[src/rtl/serial_adder.sv]
// Bit-serial adder: one full-add stage with a registered carry processes one
// operand bit per clock, LSB first, and publishes the whole result at once.
module serial_adder #(
    parameter int WIDTH = 8
) (
    input  logic             clk,
    input  logic             rst_n,
    input  logic             start,
    input  logic [WIDTH-1:0] a,
    input  logic [WIDTH-1:0] b,
    input  logic             cin,
    output logic [WIDTH-1:0] sum,
    output logic             cout,
    output logic             busy,
    output logic             done
);

    localparam int CW = (WIDTH > 2) ? $clog2(WIDTH) : 1;

    typedef enum logic [1:0] {
        IDLE = 2'd0,
        RUN  = 2'd1,
        DONE = 2'd2
    } state_t;

    state_t           state_r;
    state_t           state_s;
    logic [WIDTH-1:0] a_sh_r;
    logic [WIDTH-1:0] b_sh_r;
    logic [WIDTH-2:0] res_sh_r;
    logic             carry_r;
    logic [CW-1:0]    cnt_r;
    logic [1:0]       fa_s;
    logic [WIDTH-1:0] res_full_s;
    logic             last_s;
    logic             busy_s;
    logic             done_s;

    // Returns {carry, sum} of a single-bit full addition.
    function automatic logic [1:0] full_add(input logic x, input logic y, input logic c);
        full_add = {(x & y) | (c & (x ^ y)), x ^ y ^ c};
    endfunction

    // Full-add stage, assembled result and last-bit detection.
    always_comb begin
        fa_s       = full_add(a_sh_r[0], b_sh_r[0], carry_r);
        res_full_s = {fa_s[0], res_sh_r};
        last_s     = (cnt_r == CW'(WIDTH - 1));
    end

    // State register.
    always_ff @(posedge clk) begin
        if (!rst_n) begin
            state_r <= IDLE;
        end else begin
            state_r <= state_s;
        end
    end

    // Next-state logic.
    always_comb begin
        state_s = state_r;
        case (state_r)
            IDLE: begin
                if (start) begin
                    state_s = RUN;
                end else begin
                    state_s = IDLE;
                end
            end
            RUN: begin
                if (last_s) begin
                    state_s = DONE;
                end else begin
                    state_s = RUN;
                end
            end
            DONE:    state_s = IDLE;
            default: state_s = IDLE;
        endcase
    end

    // Status decode from the upcoming state so busy/done can be registered.
    always_comb begin
        busy_s = 1'b0;
        done_s = 1'b0;
        case (state_s)
            RUN:     busy_s = 1'b1;
            DONE:    done_s = 1'b1;
            default: begin
                busy_s = 1'b0;
                done_s = 1'b0;
            end
        endcase
    end

    // Registered status outputs.
    always_ff @(posedge clk) begin
        if (!rst_n) begin
            busy <= 1'b0;
            done <= 1'b0;
        end else begin
            busy <= busy_s;
            done <= done_s;
        end
    end

    // Operand capture, serial datapath and result publication.
    always_ff @(posedge clk) begin
        if (!rst_n) begin
            a_sh_r   <= {WIDTH{1'b0}};
            b_sh_r   <= {WIDTH{1'b0}};
            res_sh_r <= {(WIDTH-1){1'b0}};
            carry_r  <= 1'b0;
            cnt_r    <= {CW{1'b0}};
            sum      <= {WIDTH{1'b0}};
            cout     <= 1'b0;
        end else begin
            case (state_r)
                IDLE: begin
                    if (start) begin
                        a_sh_r  <= a;
                        b_sh_r  <= b;
                        carry_r <= cin;
                        cnt_r   <= {CW{1'b0}};
                    end
                end
                RUN: begin
                    a_sh_r   <= {1'b0, a_sh_r[WIDTH-1:1]};
                    b_sh_r   <= {1'b0, b_sh_r[WIDTH-1:1]};
                    res_sh_r <= res_full_s[WIDTH-1:1];
                    carry_r  <= fa_s[1];
                    cnt_r    <= cnt_r + CW'(1);
                    // Only the final bit publishes, so sum/cout never show partials.
                    if (last_s) begin
                        sum  <= res_full_s;
                        cout <= fa_s[1];
                    end
                end
                default: begin
                end
            endcase
        end
    end

endmodule
[config.mk]
export PLATFORM = sky130hd
export DESIGN_NAME = serial_adder
export DESIGN_NICKNAME = d
export VERILOG_FILES = /design/src/rtl/serial_adder.sv
export SDC_FILE = /design/constraint.sdc
export NUM_CORES = 1
export LEC_CHECK = 0
export BUFFER_PORTS_ARGS = -buffer_cell sky130_fd_sc_hd__buf_2
export CAP_MARGIN = 0
export CORE_MARGIN = 8
export CORE_UTILIZATION = 55
export CTS_CLUSTER_SIZE = 20
export DETAILED_ROUTE_END_ITERATION = 7
export GPL_ROUTABILITY_DRIVEN = 0
export GPL_TIMING_DRIVEN = 1
export PLACE_DENSITY = 0.79
export SETUP_SLACK_MARGIN = 0.15
export SLEW_MARGIN = 25
export SYNTH_ARGS = -nofsm -noshare
export SYNTH_HDL_FRONTEND = slang
export SYNTH_SLANG_ARGS = --single-unit
[constraint.sdc]
create_clock -name clk -period 3.8 [get_ports clk]
set_input_delay 1.14 -clock clk [delete_from_list [all_inputs] [get_ports clk]]
set_output_delay 1.14 -clock clk [all_outputs]
set_load 0.01 [all_outputs]
==> Yosys cells after proc, flatten, opt, wreduce, memory -nomap -nowiden <==
Index checks and enable logic that the tools add are counted.
{ "op_classes": {"muxes": 13, "n_reduce_logical": 4, "eq_ne": 5, "addsub": 1, "bitwise_logic": 5} }
{ "ops": {"columns": ["cell", "count"], "rows": [
  ["8-bit one-hot mux with 2 select lines", 2],
  ["8-bit 2-to-1 mux", 2],
  ["3-bit one-hot mux with 2 select lines", 1],
  ["2-bit by 1-bit == test with 1-bit output, second input constant", 2],
  ["1-bit 2-to-1 mux", 4],
  ["2-bit one-hot mux with 2 select lines", 1],
  ["2-bit AND reduction", 2],
  ["3-bit by 1-bit adder with 3-bit output, second input constant", 1],
  ["3-bit == test, second input constant", 1],
  ["3-bit 2-to-1 mux", 1],
  ["1-bit AND", 2],
  ["2-bit == test, second input constant", 1],
  ["2-bit logical NOT", 1],
  ["2-bit 2-to-1 mux", 1],
  ["2-bit != test, second input constant", 1],
  ["1-bit one-hot mux with 2 select lines", 1],
  ["2-bit nonzero test", 1],
  ["1-bit bitwise XOR", 2],
  ["1-bit bitwise OR", 1]
]} }
{ "totals": {"regBits": 40, "out_inout_bits": 11, "in_bits": 20, "wordCells": 38} }

==> Logic depth before layout (Yosys ltp) <==
Gate-level depths: netlist of run 1.
{ "logic_depth": {"depth_word": 5, "mapped_depth": 6, "mapped_depth_nobuf": 5} }

==> Least setup slack after synthesis of run 1 <==
OpenSTA, ideal clock, no wires.
{ "synth_path": {"path_type": "input to register", "startpoint": "input port rst_n", "endpoint": "register a_sh_r[0]", "path_slack_ps": 1770, "path_stages": 4, "n_path_buf": 2, "required_time_ps": 3731, "arrival_ps": 1961, "setup_ps": 69, "cell_sequence": "buf_2 -> or3b_4 -> buf_2 -> o21ai_1"} }
{ "synth_lines": {"columns": ["item", "line_no", "text"], "rows": [
  ["start: declaration", "7", "input logic rst_n,"],
  ["end signal: assignment", "111", "a_sh_r <= {WIDTH{1'b0}};"],
  ["end signal: assignment", "129", "a_sh_r <= {1'b0, a_sh_r[WIDTH-1:1]};"],
  ["end: declaration", "28", "logic [WIDTH-1:0] a_sh_r;"]
]} }

==> impl_metrics.json, run 1 <==
{
  "post_cts_buffers": 0,
  "critPathLaunch": "rst_n",
  "grt_pass1_wl_mm": 5.70,
  "fp-row-count": 19,
  "synth_area_per_cell_um2": 9.12,
  "cts_buffers": 5,
  "period_share_pct": 55.1,
  "p_leak_nw": 0.770,
  "drtIter0Drc": 112,
  "clk_pin_slew_ns": 0.11,
  "chipWidth_um": 70.5,
  "htreeDepth": 2,
  "timing.rr.start": "state_r[0]",
  "synth_nets": 202,
  "hold_class": "flop to flop",
  "rsz0062_at_grt": "no",
  "setup_viol": 0,
  "slew_viol_final": 0,
  "postRouteAntennaNets": 0,
  "viasPerCell": 5.71,
  "worst_r2r_endpoint": "b_sh_r[0]",
  "crit_path_end": "b_sh_r[0]",
  "timing.max_cap.violations": 0,
  "maxSlewHeadroom_pct": 46.5,
  "finalSetupTns_ns": 0,
  "peakVddDrop_v": 0.000402,
  "cp_max_fo": 54,
  "grt_overflow": 0,
  "synth-seq-area-share_pct": 49.0,
  "wl_per_cell_um": 14.2,
  "netlist.area_leader.share_pct": 49.0,
  "r2r_slack_ns": 1.99,
  "gr-usage-all-layers_pct": 13.8,
  "crit_arrival_ns": 2.36,
  "grt_pass1_vias": 1319,
  "clockBufferDepth": 2,
  "cp_slowest_cell": "or3b_4",
  "power_mw": 0.715,
  "die_y_um": 70.5,
  "min-delay-start": "sum[2]",
  "required_ns": 4.07,
  "fillCellCount": 254,
  "drc_errors": 0,
  "die-area_um2": 4970,
  "power_density_nw_per_um2": 392,
  "worstMarginPinSlew_ns": 0.802,
  "dr.pass1.iters": 4,
  "cts_root_buf": "clkbuf_4",
  "hold_viol_final": 0,
  "antenna_found_initial": 0,
  "crit_path_start_kind": "input port",
  "wl_mm": 3.32,
  "yosysUniqueCellTypes": 24,
  "postCtsHoldBufs": 0,
  "via_count": 1335,
  "drive_gt1_share_pct": 20.2,
  "fin_hold_ws_ns": 0.452,
  "core-area_um2": 2780,
  "min_period_ns": 2.09,
  "syn_to_final_growth_pct": 11.7,
  "crit_chain": "buf_2 > buf_4 > or3b_4 > o21ai_0",
  "fin_nets": 226,
  "synth_area_um2": 1630,
  "ios": 31,
  "antenna_cells": 0,
  "numClockSinks": 40,
  "place_hpwl_mm": 2.22,
  "post_cts_resize_count": 0,
  "ff2ff_path_depth": 3,
  "tritoncts": "built",
  "placed_cell_area_um2": 1770,
  "final_area_um2": 1820,
  "end_kind": "flop",
  "initial_utilization_pct": 58.7,
  "grt_max_degree": 55,
  "yosys_warnings": 0,
  "status": "completed",
  "place.port_buffers": 30,
  "fmax_mhz": 478,
  "final.setup_skew_ns": 0.00685,
  "ys_ff_latch": 40,
  "synth_area_leaders": "dfxtp_1 (49%), mux2i_1 (9.8%), nand2_1 (6.9%), o211ai_1 (6.9%), nand3_1 (6.1%)",
  "synth_top_area_cell": "dfxtp_1",
  "worstSetupPathType": "input port to flop",
  "clk_latency_ns": 0.34,
  "synthCells": 179,
  "critPathMaxStageDelay_ns": 0.54
}
layout make-up:
type | instances | area [um2] | area share [%]
flip-flops and latches | 40 | 802 | 44.0
multi-input cells | 124 | 772 | 42.3
repair buffers | 31 | 158 | 8.64
well taps | 31 | 38.8 | 2.13
clock buffers | 5 | 37.5 | 2.06
clock inverters | 2 | 12.5 | 0.686
inverters | 1 | 3.75 | 0.206
per-stage QoR:
step / util (%) / setup slack [ns] / cells
3_3_place_gp: 63.7 / 1.21 / 227
6_report: 65.6 / 1.71 / 234
2_1_floorplan: - / 1.77 / 179
5_1_grt: 65.6 / 1.61 / 234
4_1_cts: 65.5 / 1.36 / 234
3_5_place_dp: 63.7 / 1.12 / 227
placed cells by master (no fill, tap or decap):
cell         n
o21ai_0      8
or3b_4       1
inv_1        1
buf_4        1
dfxtp_2      1
and3b_1      1
mux2i_1     16
nor3b_1      2
o211ai_1    15
fa_1         1
o22ai_1      2
buf_2       30
ha_1         2
nand3b_1     1
nand2b_1     1
clkinv_2     1
and2_1       2
clkinvlp_4   1
o21ai_1     10
a21boi_0     7
nor2_2       1
dfxtp_1     39
nor2b_1      1
nand2_1     30
nor2_1       2
a21oi_1      1
clkbuf_4     5
nand3_1     20
cell usage after synthesis, drive strengths merged:
library cell / count
a21boi: 7
a21oi: 1
and2: 2
and3b: 1
buf: 6
clkbuf: 8
dfxtp: 40
fa: 1
ha: 2
inv: 1
mux2i: 16
nand2: 30
nand2b: 1
nand3: 20
nand3b: 1
nor2: 3
nor2b: 1
nor3b: 2
o211ai: 15
o21ai: 18
o22ai: 2
or3b: 1
critical path: cells and delay by family:
family / cells / cell delay, ns
AO/OA/AOI/OAI: 1 / 0.19
buffers and inverters: 2 / 0.48
AND/OR/NAND/NOR: 1 / 0.54
logic make-up (layout without fill, tap and decap cells):
kind of cell / count (synthesis) / in the layout / synth area share [%]
buf+inv: 15 / 39 / 3.83
fa+ha+maj: 3 / 3 / 2.76
simple gates: 62 / 62 / 17.9
compound gates: 43 / 43 / 16.7
flops: 40 / 40 / 49.0
mux: 16 / 16 / 9.81
where the power goes:
part           internal, mW  switching, mW  total [mW]
Clock                0.0675          0.130       0.198
Sequential            0.437         0.0159       0.452
Combinational        0.0301         0.0349      0.0650
Total                 0.534          0.181       0.715
layer usage:
layer / vias to the layer above / track usage (%) / wire, um
li1: 674 / - / -
met4: 0 / 6.92 / 77
met3: 9 / 5.23 / 194
met2: 32 / 23.2 / 1580
met1: 620 / 14.7 / 1470
met5: - / 0 / 0
how the worst min path moves through the flow:
stage	end	depth (start not counted)
6_report	sum[2]	2
3_3_place_gp	sum[0]	2
3_5_place_dp	sum[2]	2
5_1_grt	sum[5]	2
4_1_cts	sum[2]	2
2_1_floorplan	cnt_r[0]	1
registers in the layout, summed over array words and instances, names as in the netlist:
signal,count
busy,1
a_sh_r,8
carry_r,1
sum,8
res_sh_r,7
b_sh_r,8
done,1
cnt_r,3
cout,1
state_r,2
Power figures use the tool's default switching activity.
==> run 2, diff against run 1 <==
--- a/config.mk
+++ b/config.mk
@@ -8,12 +8,12 @@
 export BUFFER_PORTS_ARGS = -buffer_cell sky130_fd_sc_hd__buf_2
 export CAP_MARGIN = 0
 export CORE_MARGIN = 8
-export CORE_UTILIZATION = 55
+export CORE_UTILIZATION = 48
 export CTS_CLUSTER_SIZE = 20
 export DETAILED_ROUTE_END_ITERATION = 7
 export GPL_ROUTABILITY_DRIVEN = 0
 export GPL_TIMING_DRIVEN = 1
-export PLACE_DENSITY = 0.79
+export PLACE_DENSITY = 0.73
 export SETUP_SLACK_MARGIN = 0.15
 export SLEW_MARGIN = 25
 export SYNTH_ARGS = -nofsm -noshare
==> constraint.sdc (replaced) <==
create_clock -name clk -period 1.9 [get_ports clk]
set_input_delay 0.57 -clock clk [delete_from_list [all_inputs] [get_ports clk]]
set_output_delay 0.57 -clock clk [all_outputs]
set_load 0.01 [all_outputs]
==> run 2 against run 1 <==
Compared with the run above:
- die area up 11%
- sequential share of layout area down 2.8 points
- total power rose to 2.6 times the previous value
- largest power group unchanged
==> impl_metrics.json, run 2 (same netlist as run 1, synthesis figures left out) <==
{
  "drive_gt1_share_pct": 21.2,
  "antenna_found_initial": 0,
  "placed_cell_area_um2": 1820,
  "end_kind": "flop",
  "rsz0062_at_grt": "no",
  "chipWidth_um": 74.3,
  "fmax_mhz": 691,
  "met2_usage_pct": 22.9,
  "drc_errors": 0,
  "setup_viol": 0,
  "place_inst": 246,
  "busiest_layer": "met2",
  "hold_viol_final": 0,
  "mostFrequentLayoutCells": "dfxtp_1 (40), nand2_1 (30), buf_2 (30), nand3_1 (20), mux2i_1 (16)",
  "grt_overflow": 0,
  "maxSlewHeadroom_pct": 57.0,
  "required_ns": 2.17,
  "hold_class": "flop to flop",
  "dr.pass1.iters": 4,
  "seq_area_um2": 801,
  "critPathLaunch": "state_r[1]",
  "cts_buffers": 5,
  "crit_arrival_ns": 1.72,
  "numClockSinks": 40,
  "clockBufferDepth": 2,
  "gr-usage-met1_pct": 15.0,
  "postCtsHoldBufs": 0,
  "period_share_pct": 76.1,
  "grt_pass1_vias": 1294,
  "timing.max_cap.violations": 0,
  "cp_max_fo": 16,
  "syn_to_final_growth_pct": 19.2,
  "gr-usage-all-layers_pct": 13.4,
  "whs_path_depth": 2,
  "final_area_um2": 1950,
  "final.setup_skew_ns": 0.00927,
  "cts_root_buf": "clkbuf_4",
  "htreeDepth": 2,
  "place_hpwl_mm": 2.36,
  "worstMarginPinSlew_ns": 0.644,
  "die_y_um": 74.3,
  "clk_pin_slew_ns": 0.12,
  "timing.rr.start": "state_r[1]",
  "wl_per_cell_um": 13.3,
  "viasPerCell": 5.33,
  "post_cts_resize_count": 0,
  "power_density_nw_per_um2": 952,
  "worstSetupPathType": "flop to flop",
  "worstHoldEndpoint": "sum[3]",
  "clk_latency_ns": 0.35,
  "peakVddDrop_v": 0.000499,
  "ff2ff_path_depth": 3,
  "utilization_pct": 58.8,
  "post_cts_buffers": 0,
  "wl_mm": 3.37,
  "r2r_slack_ns": 0.45,
  "multi_input_area_um2": 769,
  "reg_top3": "a_sh_r: 8 flops, b_sh_r: 8 flops, sum: 8 flops",
  "stdcell_count": 254,
  "ios": 31,
  "grt_max_degree": 45,
  "drtIter0Drc": 92,
  "core-area_um2": 3310,
  "slew_viol_final": 0,
  "status": "completed",
  "postRouteAntennaNets": 0,
  "grt_pass1_wl_mm": 5.80,
  "crit_path_start_kind": "flop",
  "antenna_cells": 0,
  "fillCellCount": 317,
  "min_period_ns": 1.45,
  "fp-row-count": 21,
  "p_leak_nw": 0.829,
  "use_met3_pct": 4.04,
  "fin_nets": 230,
  "worst_r2r_endpoint": "res_sh_r[5]",
  "initial_utilization_pct": 49.3,
  "min-delay-start": "sum[3]",
  "via_count": 1354,
  "place.port_buffers": 30,
  "die-area_um2": 5520,
  "final_common_cell": "dfxtp_1",
  "finalSetupTns_ns": 0,
  "tritoncts": "built"
}
## run 2: cell count changes in the layout (fill, tap and decap cells not counted), sizes merged
cell	change
clkinvlp	-1
clkinv	-1
buf	+4
bufinv	+3
## run 2: worst max-delay path: stages, from the launching register on
cell	delay [ns]
dfxtp_1	0.49
nor2b_1	0.59
nand2_1	0.11
a21boi_0	0.19
## run 2: report_power, final
part | switching (mW) | total [mW] | internal, mW
Clock | 0.272 | 0.814 | 0.542
Combinational | 0.0803 | 0.145 | 0.0652
Sequential | 0.0214 | 0.894 | 0.873
## run 2: how the worst max path moves through the flow
stage	to	slack, ns
floorplan	a_sh_r[0]	0.44
global placement	b_sh_r[1]	0.42
detailed placement	b_sh_r[2]	0.37
CTS	res_sh_r[5]	0.44
global route	res_sh_r[5]	0.28
finish	res_sh_r[5]	0.45
## run 2: metrics by stage
| step | setup WS (ns) | total power, mW | hold slack [ns] |
|---|---|---|---|
| floorplan | 0.440 | 1.01 | 0.429 |
| global placement | 0.417 | 1.05 | 0.437 |
| detailed placement | 0.372 | 1.06 | 0.440 |
| CTS | 0.441 | 1.87 | 0.457 |
| global route | 0.275 | 1.93 | 0.476 |
| finish | 0.454 | 1.85 | 0.453 |
## run 2: area by class of cell
| class | count | area share, % |
|---|---|---|
| clock buffer | 5 | 1.93 |
| clock inverter | 3 | 4.63 |
| inverter | 1 | 0.193 |
| multi-input combinational | 124 | 39.5 |
| sequential | 40 | 41.1 |
| tap | 46 | 2.96 |
| timing repair buffer | 35 | 9.64 |
## run 2: per-layer routing
| layer | wire length [um] | up-vias |
|---|---|---|
| li1 | - | 691 |
| met1 | 1440 | 618 |
| met2 | 1680 | 37 |
| met3 | 186 | 8 |
| met4 | 57 | 0 |
| met5 | 0 | - |
==> run 3, diff against run 2 <==
--- a/config.mk
+++ b/config.mk
@@ -8,12 +8,12 @@
 export BUFFER_PORTS_ARGS = -buffer_cell sky130_fd_sc_hd__buf_2
 export CAP_MARGIN = 0
 export CORE_MARGIN = 8
-export CORE_UTILIZATION = 48
+export CORE_UTILIZATION = 53
 export CTS_CLUSTER_SIZE = 20
 export DETAILED_ROUTE_END_ITERATION = 7
 export GPL_ROUTABILITY_DRIVEN = 0
 export GPL_TIMING_DRIVEN = 1
-export PLACE_DENSITY = 0.73
+export PLACE_DENSITY = 0.77
 export SETUP_SLACK_MARGIN = 0.15
 export SLEW_MARGIN = 25
 export SYNTH_ARGS = -nofsm -noshare
==> constraint.sdc (replaced) <==
create_clock -name clk -period 1.5 [get_ports clk]
set_input_delay 0.45 -clock clk [delete_from_list [all_inputs] [get_ports clk]]
set_output_delay 0.45 -clock clk [all_outputs]
set_load 0.01 [all_outputs]
==> run 3 against run 2 <==
Compared with the run above:
- highest routed layer unchanged
- non-clock buffer count grew 4
- worst hold slack worse by 0.091 ns
- critical path type unchanged
- register-to-register slack worse by 0.24 ns
- core utilization rose by 4.2 points
- largest cell class unchanged
==> impl_metrics.json, run 3 (same netlist as run 1, synthesis figures left out) <==
{
  "slew_viol_final": 0,
  "cts_buffers": 5,
  "p_leak_nw": 0.816,
  "grt_overflow": 0,
  "whs_path_depth": 3,
  "worstSetupPathType": "flop to flop",
  "cellInternalPower_mw": 1.37,
  "clk_pin_slew_ns": 0.11,
  "htreeDepth": 2,
  "finalSetupTns_ns": 0,
  "status": "completed",
  "clk_latency_ns": 0.33,
  "drive_gt1_share_pct": 23.1,
  "cp_slowest_cell": "dfxtp_1",
  "crit_path_start_kind": "flop",
  "fin_nets": 235,
  "crit_chain": "ha_1 > ha_1 > and3b_2 > and2_1",
  "critPathMaxStageDelay_ns": 0.35,
  "setup_viol": 0,
  "utilization_pct": 63.0,
  "postRouteAntennaNets": 0,
  "clockBufferDepth": 2,
  "cpMostUsedCell": "ha_1",
  "hold_viol_final": 0,
  "stdcell_count": 245,
  "ios": 31,
  "crit_arrival_ns": 1.52,
  "reg_top3": "a_sh_r: 8 flops, b_sh_r: 8 flops, sum: 8 flops",
  "drtIter0Drc": 84,
  "maxSlewHeadroom_pct": 81.7,
  "core-area_um2": 3000,
  "syn_to_final_growth_pct": 15.9,
  "tritoncts": "built",
  "wl_per_cell_um": 14.5,
  "place_hpwl_mm": 2.50,
  "chipWidth_um": 71.5,
  "peakVddDrop_v": 0.000632,
  "power_frac_seq_pct": 62.0,
  "antenna_found_initial": 0,
  "pwr-share-comb_pct": 10.8,
  "drc_errors": 0,
  "dr.pass1.iters": 4,
  "hold_class": "input port to flop",
  "timing.max_cap.violations": 0,
  "mostFrequentLayoutCells": "dfxtp_1 (40), nand2_1 (30), buf_2 (30), nand3_1 (20), mux2i_1 (16)",
  "antenna_cells": 0,
  "postCtsHoldBufs": 0,
  "viasPerCell": 5.67,
  "fmax_mhz": 779,
  "place_inst": 236,
  "gr-usage-all-layers_pct": 14.1,
  "die_y_um": 71.5,
  "initial_utilization_pct": 54.4,
  "final.setup_skew_ns": 0.00659,
  "place_ws_ns": 0.0966,
  "grt_pass1_wl_mm": 5.93,
  "ff2ff_path_depth": 4,
  "worstMarginPinSlew_ns": 0.275,
  "die-area_um2": 5110,
  "via_count": 1390,
  "required_ns": 1.74,
  "rsz0062_at_grt": "yes",
  "numClockSinks": 40,
  "worst_slack_ns": 0.216,
  "fillCellCount": 267,
  "grt_max_degree": 34,
  "final_common_cell": "dfxtp_1",
  "switching_share_pct": 25.0,
  "wl_mm": 3.56,
  "place.port_buffers": 30,
  "power_frac_clock_pct": 27.2,
  "grt_pass1_vias": 1395,
  "fp-row-count": 20,
  "end_kind": "flop",
  "power_density_nw_per_um2": 964,
  "power_mw": 1.82,
  "period_share_pct": 85.6,
  "cts_root_buf": "clkbuf_4",
  "cp_max_fo": 5,
  "p_sw_mw": 0.457,
  "min_period_ns": 1.28
}
==> run 3: per-stage QoR <==
stage	area, um2	hold slack [ns]
after floorplan	1630	0.429
after global placement	1830	0.435
after detailed placement	1830	0.441
after CTS	1870	0.347
after global routing	1890	0.359
final	1890	0.362
==> run 3: final cells by class <==
type	instances	area, um2	area share (%)
Sequential cell	40	801	42.3
Multi-Input combinational cell	125	783	41.4
Timing Repair Buffer	39	218	11.5
Clock buffer	6	41.3	2.18
Tap cell	33	41.3	2.18
Clock inverter	1	5.00	0.264
Inverter	1	3.75	0.198
==> run 3: routing by layer <==
layer,track usage (%),part of all wire [%]
met1,16.1,42
met2,24.2,51
met3,4.04,6.5
met4,5.22,0.65
met5,0,0
==> run 3: worst max-delay path: cells and delay by family (launching register included) <==
family	cells	cell delay, ns
adders and majority gates	2	0.42
DFF	1	0.35
and+or+nand+nor	2	0.43
==> run 3: path summary, 6_finish.rpt <==
| check | start | endpoint | slack [ns] |
|---|---|---|---|
| max reg2reg | cnt_r[0] | done | 0.22 |
| min | a[7] | a_sh_r[7] | 0.36 |
| max | cnt_r[0] | done | 0.22 |
| min reg2reg | sum[0] | sum[0] | 0.45 |
==> run 3: timing repair <==
action                                  CTS  global route
gates cloned                              0             1
gates resized for setup                   1             4
pin swaps                                 0             2
buffers inserted                          0             1
endpoints found under the setup margin   11            14
==> run 3: power by group through the flow <==
stage	combinational [mW]	sequential [mW]	clock, mW
floorplan	0.130	1.15	0
global placement	0.184	1.15	0
detailed placement	0.196	1.16	0
CTS	0.196	1.13	0.507
global route	0.219	1.14	0.539
finish	0.197	1.13	0.497
